[config.mk]
export PLATFORM = sky130hd
export DESIGN_NAME = level_select_fsm
export DESIGN_NICKNAME = d
export VERILOG_FILES = /design/src/rtl/level_select_fsm_pkg.sv /design/src/rtl/level_step.sv /design/src/rtl/level_select_fsm.sv
export SDC_FILE = /design/constraint.sdc
export NUM_CORES = 1
export LEC_CHECK = 0
export CORE_AREA = 2 2 39 41
export CTS_CLUSTER_SIZE = 12
export DETAILED_ROUTE_END_ITERATION = 8
export DIE_AREA = 0 0 41 43
export PLACE_DENSITY = 0.65
export SETUP_SLACK_MARGIN = 0.05
export SYNTH_ARGS = -nofsm -noshare
export SYNTH_HDL_FRONTEND = slang
export SYNTH_SLANG_ARGS = --single-unit
[constraint.sdc]
create_clock -name clk -period 3.5 [get_ports clk]
set_input_delay 0.7 -clock clk [delete_from_list [all_inputs] [get_ports clk]]
set_output_delay 0.7 -clock clk [all_outputs]
set_load 0.1 [all_outputs]
[src/rtl/level_select_fsm_pkg.sv]
// Shared level encoding for the level controller, display and scroll-speed blocks.
package level_select_fsm_pkg;

  localparam int LEVEL_FIRST    = 0;
  localparam int DEF_NUM_LEVELS = 4;
  localparam int DEF_LEVEL_W    = 2;

  // The last level index is endless mode.
  function automatic int endless_idx(input int num_levels);
    return num_levels - 1;
  endfunction

endpackage

[src/rtl/level_step.sv]
// Candidate next level for a next/prev press against a movable top; wraps or saturates.
// Purely combinational; simultaneous next and prev cancel.
module level_step
  import level_select_fsm_pkg::*;
#(
  parameter int LEVEL_W = DEF_LEVEL_W,
  parameter int WRAP    = 1
) (
  input  logic [LEVEL_W-1:0] level,
  input  logic [LEVEL_W-1:0] top,
  input  logic               next,
  input  logic               prev,
  output logic [LEVEL_W-1:0] cand
);

  localparam logic [LEVEL_W:0]   FIRST_X = (LEVEL_W+1)'(LEVEL_FIRST);
  localparam logic [LEVEL_W:0]   ONE_X   = (LEVEL_W+1)'(1);
  localparam logic [LEVEL_W-1:0] FIRST   = LEVEL_W'(LEVEL_FIRST);

  logic [LEVEL_W:0] lvl_x;
  logic [LEVEL_W:0] top_x;

  assign lvl_x = {1'b0, level};
  assign top_x = {1'b0, top};

  always_comb begin
    cand = level;
    if (next && !prev) begin
      // >= rather than == so a level above a lowered top still wraps/holds
      if (lvl_x >= top_x) cand = (WRAP != 0) ? FIRST : level;
      else                cand = LEVEL_W'(lvl_x + ONE_X);
    end else if (prev && !next) begin
      if (lvl_x == FIRST_X) cand = (WRAP != 0) ? top : level;
      else                  cand = LEVEL_W'(lvl_x - ONE_X);
    end
  end

endmodule

[src/rtl/level_select_fsm.sv]
// Level controller: steps on next/prev (blocked by lock), auto-advances on level_clear.
// Optional LEVEL_UNLOCK_EN: levels are unlocked by clearing them; next/prev limited to max_level.
module level_select_fsm
  import level_select_fsm_pkg::*;
#(
  parameter int NUM_LEVELS  = DEF_NUM_LEVELS,
  parameter int LEVEL_W     = DEF_LEVEL_W,
  parameter int WRAP        = 1,
  parameter int RESET_LEVEL = LEVEL_FIRST
) (
  input  logic                  clk,
  input  logic                  rst_n,
  input  logic                  next_press,
  input  logic                  prev_press,
  input  logic                  lock,
  input  logic                  level_clear,
  output logic [LEVEL_W-1:0]    level,
  output logic [NUM_LEVELS-1:0] level_onehot,
  output logic                  endless,
  output logic                  level_chg,
  output logic [LEVEL_W-1:0]    max_level
);

  localparam logic [LEVEL_W-1:0] RST_LVL  = LEVEL_W'(RESET_LEVEL);
  localparam logic [LEVEL_W-1:0] LAST_LVL = LEVEL_W'(endless_idx(NUM_LEVELS));
  localparam logic [LEVEL_W:0]   NUM_X    = (LEVEL_W+1)'(NUM_LEVELS);
  localparam logic [LEVEL_W:0]   LAST_X   = (LEVEL_W+1)'(endless_idx(NUM_LEVELS));
  localparam logic [LEVEL_W:0]   ONE_X    = (LEVEL_W+1)'(1);

  logic [LEVEL_W-1:0] level_q;
  logic               level_chg_q;
  logic [LEVEL_W-1:0] level_d;
  logic               level_chg_d;
  logic [LEVEL_W-1:0] step_lvl;
  logic [LEVEL_W-1:0] top;
  logic [LEVEL_W:0]   lvl_x;
  logic               illegal;

  assign lvl_x   = {1'b0, level_q};
  assign illegal = (lvl_x >= NUM_X);

`ifdef LEVEL_UNLOCK_EN
  logic [LEVEL_W-1:0] max_q;
  logic [LEVEL_W-1:0] unlock_cand;

  always_comb begin
    unlock_cand = LAST_LVL;
    if (lvl_x < LAST_X) unlock_cand = LEVEL_W'(lvl_x + ONE_X);
  end

  always_ff @(posedge clk or negedge rst_n) begin
    if (!rst_n) begin
      max_q <= RST_LVL;
    end else if (level_clear && !illegal && (unlock_cand > max_q)) begin
      max_q <= unlock_cand;
    end
  end

  assign top = max_q;
`else
  assign top = LAST_LVL;
`endif

  assign max_level = top;

  level_step #(
    .LEVEL_W (LEVEL_W),
    .WRAP    (WRAP)
  ) u_step (
    .level (level_q),
    .top   (top),
    .next  (next_press),
    .prev  (prev_press),
    .cand  (step_lvl)
  );

  always_comb begin
    level_d = level_q;
    if (illegal) begin
      level_d = RST_LVL;
    end else if (level_clear) begin
      if (lvl_x < LAST_X) level_d = LEVEL_W'(lvl_x + ONE_X);
    end else if (!lock) begin
      level_d = step_lvl;
    end
    level_chg_d = (level_d != level_q);
  end

  always_ff @(posedge clk or negedge rst_n) begin
    if (!rst_n) begin
      level_q     <= RST_LVL;
      level_chg_q <= 1'b0;
    end else begin
      level_q     <= level_d;
      level_chg_q <= level_chg_d;
    end
  end

  always_comb begin
    level_onehot = '0;
    for (int i = 0; i < NUM_LEVELS; i++) level_onehot[i] = (level_q == LEVEL_W'(i));
  end

  assign endless   = (level_q == LAST_LVL);
  assign level     = level_q;
  assign level_chg = level_chg_q;

endmodule

==> metrics.md <==
| Metric | Value |
|---|---|
| Worst-margin pin slew | `0.9623 ns` |
| WP depth | `1` |
| #FFs+latches synth | `3` |
| Core area | `roughly 1400 um2` |
| Starting Density | `between 20% and 30%` |
| Drt total wl | `789 um` |
| Max_slew headroom | `35.65%` |
| Die width | `41 um` |
| Slowest stage delay, CP | `1.12 ns` |
| TritonCTS Buffers | `3` |
| CTS tree | `yes` |
| Post-layout util | `about 37%` |
| Routed wire per std cell | `roughly 11 um` |
| Area of placed instances | `between 400 and 500 um2` |
| IO Port Bufs | `13` |
| Sw Ratio | `slightly below 60%` |
| Combinational power share | `around 66%` |
| CP top delay family | `buffers and inverters` |
| Nets | `slightly below 70` |
| Internal Power | `approximately 140 uW` |
| Commonest non-fill, non-tap cells in the layout | `buf_4 (7), clkdlybuf4s50_1 (6), nor4b_1 (4), ha_1 (4)` |
| Sequential power share | `between 15 and 20%` |
| Final min period | `between 2 and 2.5 ns` |
| Initial DRC Count | `1` |
| Cell Rows | `14` |
| Total negative slack | `0 ns` |
| Max cap viols | `0` |
| Number of hold buffers added after CTS | `0` |
| First-pass GRT wire length | `~1200 um` |
| Mapped Cells | `44` |
| Pwr per Cell Area | `between 600 and 700 nW/um2` |
| Crit share post-route | `around two thirds` |
| Clock tree buffer depth | `2` |
| FILL cells | `150` |
| Die area | `between 1500 and 2000 um2` |
| Slew Limit Fails | `0` |
| RSZ-0062 raised after global routing | `false` |
| CTS sink count | `3` |
| P_sw | `between 150 and 200 uW` |
| Syn avg cell area | `approximately 8.6 um2` |
| Root Buffer | `clkbuf_4` |
| Max VDD drop | `0.0001696 V` |
| Crit path max-delay cell type | `clkdlybuf4s50_1` |
| Setup crit end kind | `primary output` |
| Clock Skew | `around 0.00072 ns` |
| Commonest non-fill, non-tap cell in the layout | `buf_4` |
| CP Data Required Time | `2.80 ns` |
| Router iterations before antenna repair | `2` |
| Layout cell share with drive strength beyond 1 | `17.54%` |
| Vias in the first global route | `roughly 320` |
| Seq/Total Area, Yosys | `a little under 20%` |
| Crit path arrival time | `between 1.5 and 2 ns` |
| Leak | `0.0002316 uW` |
| Mapped cell area | `between 300 and 400 um2` |
| Final-report hold violation count | `0` |
| CP Class | `register to primary output` |
| IO Pins | `16` |
| H-tree depth | `1` |
| Clk slew on worst S/H paths | `0.04 ns` |
| Antenna violations before repair | `0` |
| Finished Cell Area | `511.7 um2` |
| Vias/cell | `about 4.7` |
| Total GRT Usage | `9.890%` |
| Cts repair resizes | `0` |
| Largest fanout on the critical path | `1` |
| Reg2Reg Depth | `5` |
| Startpoint types | `register` |
| Synth Warn # | `0` |
| Min-delay worst type | `input port to asynchronous set/reset pin` |
| Vias | `between 300 and 400` |
| Run status | `complete, no violations` |
| Clock network fraction of design power | `18.5%` |
| Critical path, cell by cell | `clkdlybuf4s50_1` |
| Antenna diode count | `0` |
| Pin count of the biggest net entering global routing | `11` |
| GRT Residual Overflow | `0` |
| Final setup fails | `0` |
| Post-route ant nets | `0` |
| Remaining DRCs | `0` |
| Layout area overhead | `34.98%` |
| Max Clk Rate | `between 400 and 500 MHz` |
| DP Wirelength | `~610 um` |
| Placer Congestion | `0.6697` |
| Die height | `around 43 um` |
| Netlist cell types | `27` |
| Latest clock arrival within the worst-skew pair | `between 0.2 and 0.25 ns` |
| Worst Path Buf+Inv | `1` |
| Setup bufs post-CTS | `0` |
registers in the layout, summed over array words and instances (netlist names):
register and count:
level 2, level_chg 1
kinds of logic after synthesis:
kind of cell	count (synthesis)	synth area share [%]
other cells	1	0.9891
flops	3	19.80
simple gates	16	30.37
fa+ha+maj	4	13.20
buf+inv	8	10.89
compound gates	8	15.18
xor+xnor	3	6.932
mux	1	2.640
cell usage after synthesis:
library cell	instances	share of area [%]
ha_1	4	13
nor4b_1	4	9.2
buf_4	3	5.9
dfrtp_1	3	20
inv_1	3	3.0
a21oi_1	2	2.6
clkbuf_1	2	2.0
nand2b_1	2	3.3
or3b_1	2	4.6
xor2_1	2	4.6
a2111o_1	1	3.0
a211oi_1	1	2.0
and2_1	1	1.7
and3_1	1	1.7
and3b_1	1	2.3
conb_1	1	0.99
mux2i_1	1	2.6
nand2_1	1	0.99
nand3b_1	1	2.0
nor2_1	1	0.99
nor3b_1	1	2.0
o211a_1	1	2.6
o211ai_1	1	2.0
o21ai_0	1	1.3
o22ai_1	1	1.7
or2_0	1	1.7
xnor2_1	1	2.3
worst register-to-register path, cell delays in order, from the launching register on:
cell      delay, ns
dfrtp_1        0.49
inv_1          0.13
ha_1           0.27
or3b_1         0.38
a2111o_1       0.41
o211ai_1       0.10
cell type report:
type                            count  area [um2]  area share, %
Clock buffer                        4       26.28          5.134
Sequential cell                     3       75.07          14.67
Tap cell                           16       20.02          3.912
Inverter                            3       11.26          2.200
Multi-Input combinational cell     34       266.5          52.08
Timing Repair Buffer               13       112.6          22.00
layer usage:
metal / track usage, % / share of wire, % / up-vias
met5: 0 / 0 / -
met4: 4.000 / 0 / 0
met1: 11.08 / 46 / 154
met3: 1.571 / 5.1 / 0
met2: 17.19 / 49 / 8
li1: - / - / 178
final timing paths:
check | to | slack (ns) | from
max | level_chg | 1.13 | level_chg
min | level[0] | 0.65 | rst_n
max reg2reg | level_chg | 1.64 | level[0]
min reg2reg | level[0] | 0.68 | level[0]
max in group asynchronous | level[1] | 2.70 | rst_n
min in group clk | level[0] | 0.68 | level[0]
power groups by stage:
stage	combinational (uW)	sequential, uW	clock [uW]
6_report	218	50.1	60.9
5_1_grt	228	51.5	68.8
4_1_cts	219	50.2	63.9
3_5_place_dp	219	50.4	0
3_3_place_gp	218	50.7	0
2_1_floorplan	141	93.7	0
metrics by stage:
step	setup WS, ns	instances	total power [uW]	hold WS (ns)
detailed placement	1.214	69	269.2	0.6819
CTS	1.118	73	333.5	0.6520
global placement	1.233	69	268.6	0.6687
finish	1.131	73	329.3	0.6542
global route	1.068	73	348.4	0.6562
floorplan	0.3872	45	234.7	0.4044
(Power assumes the default switching activity.)
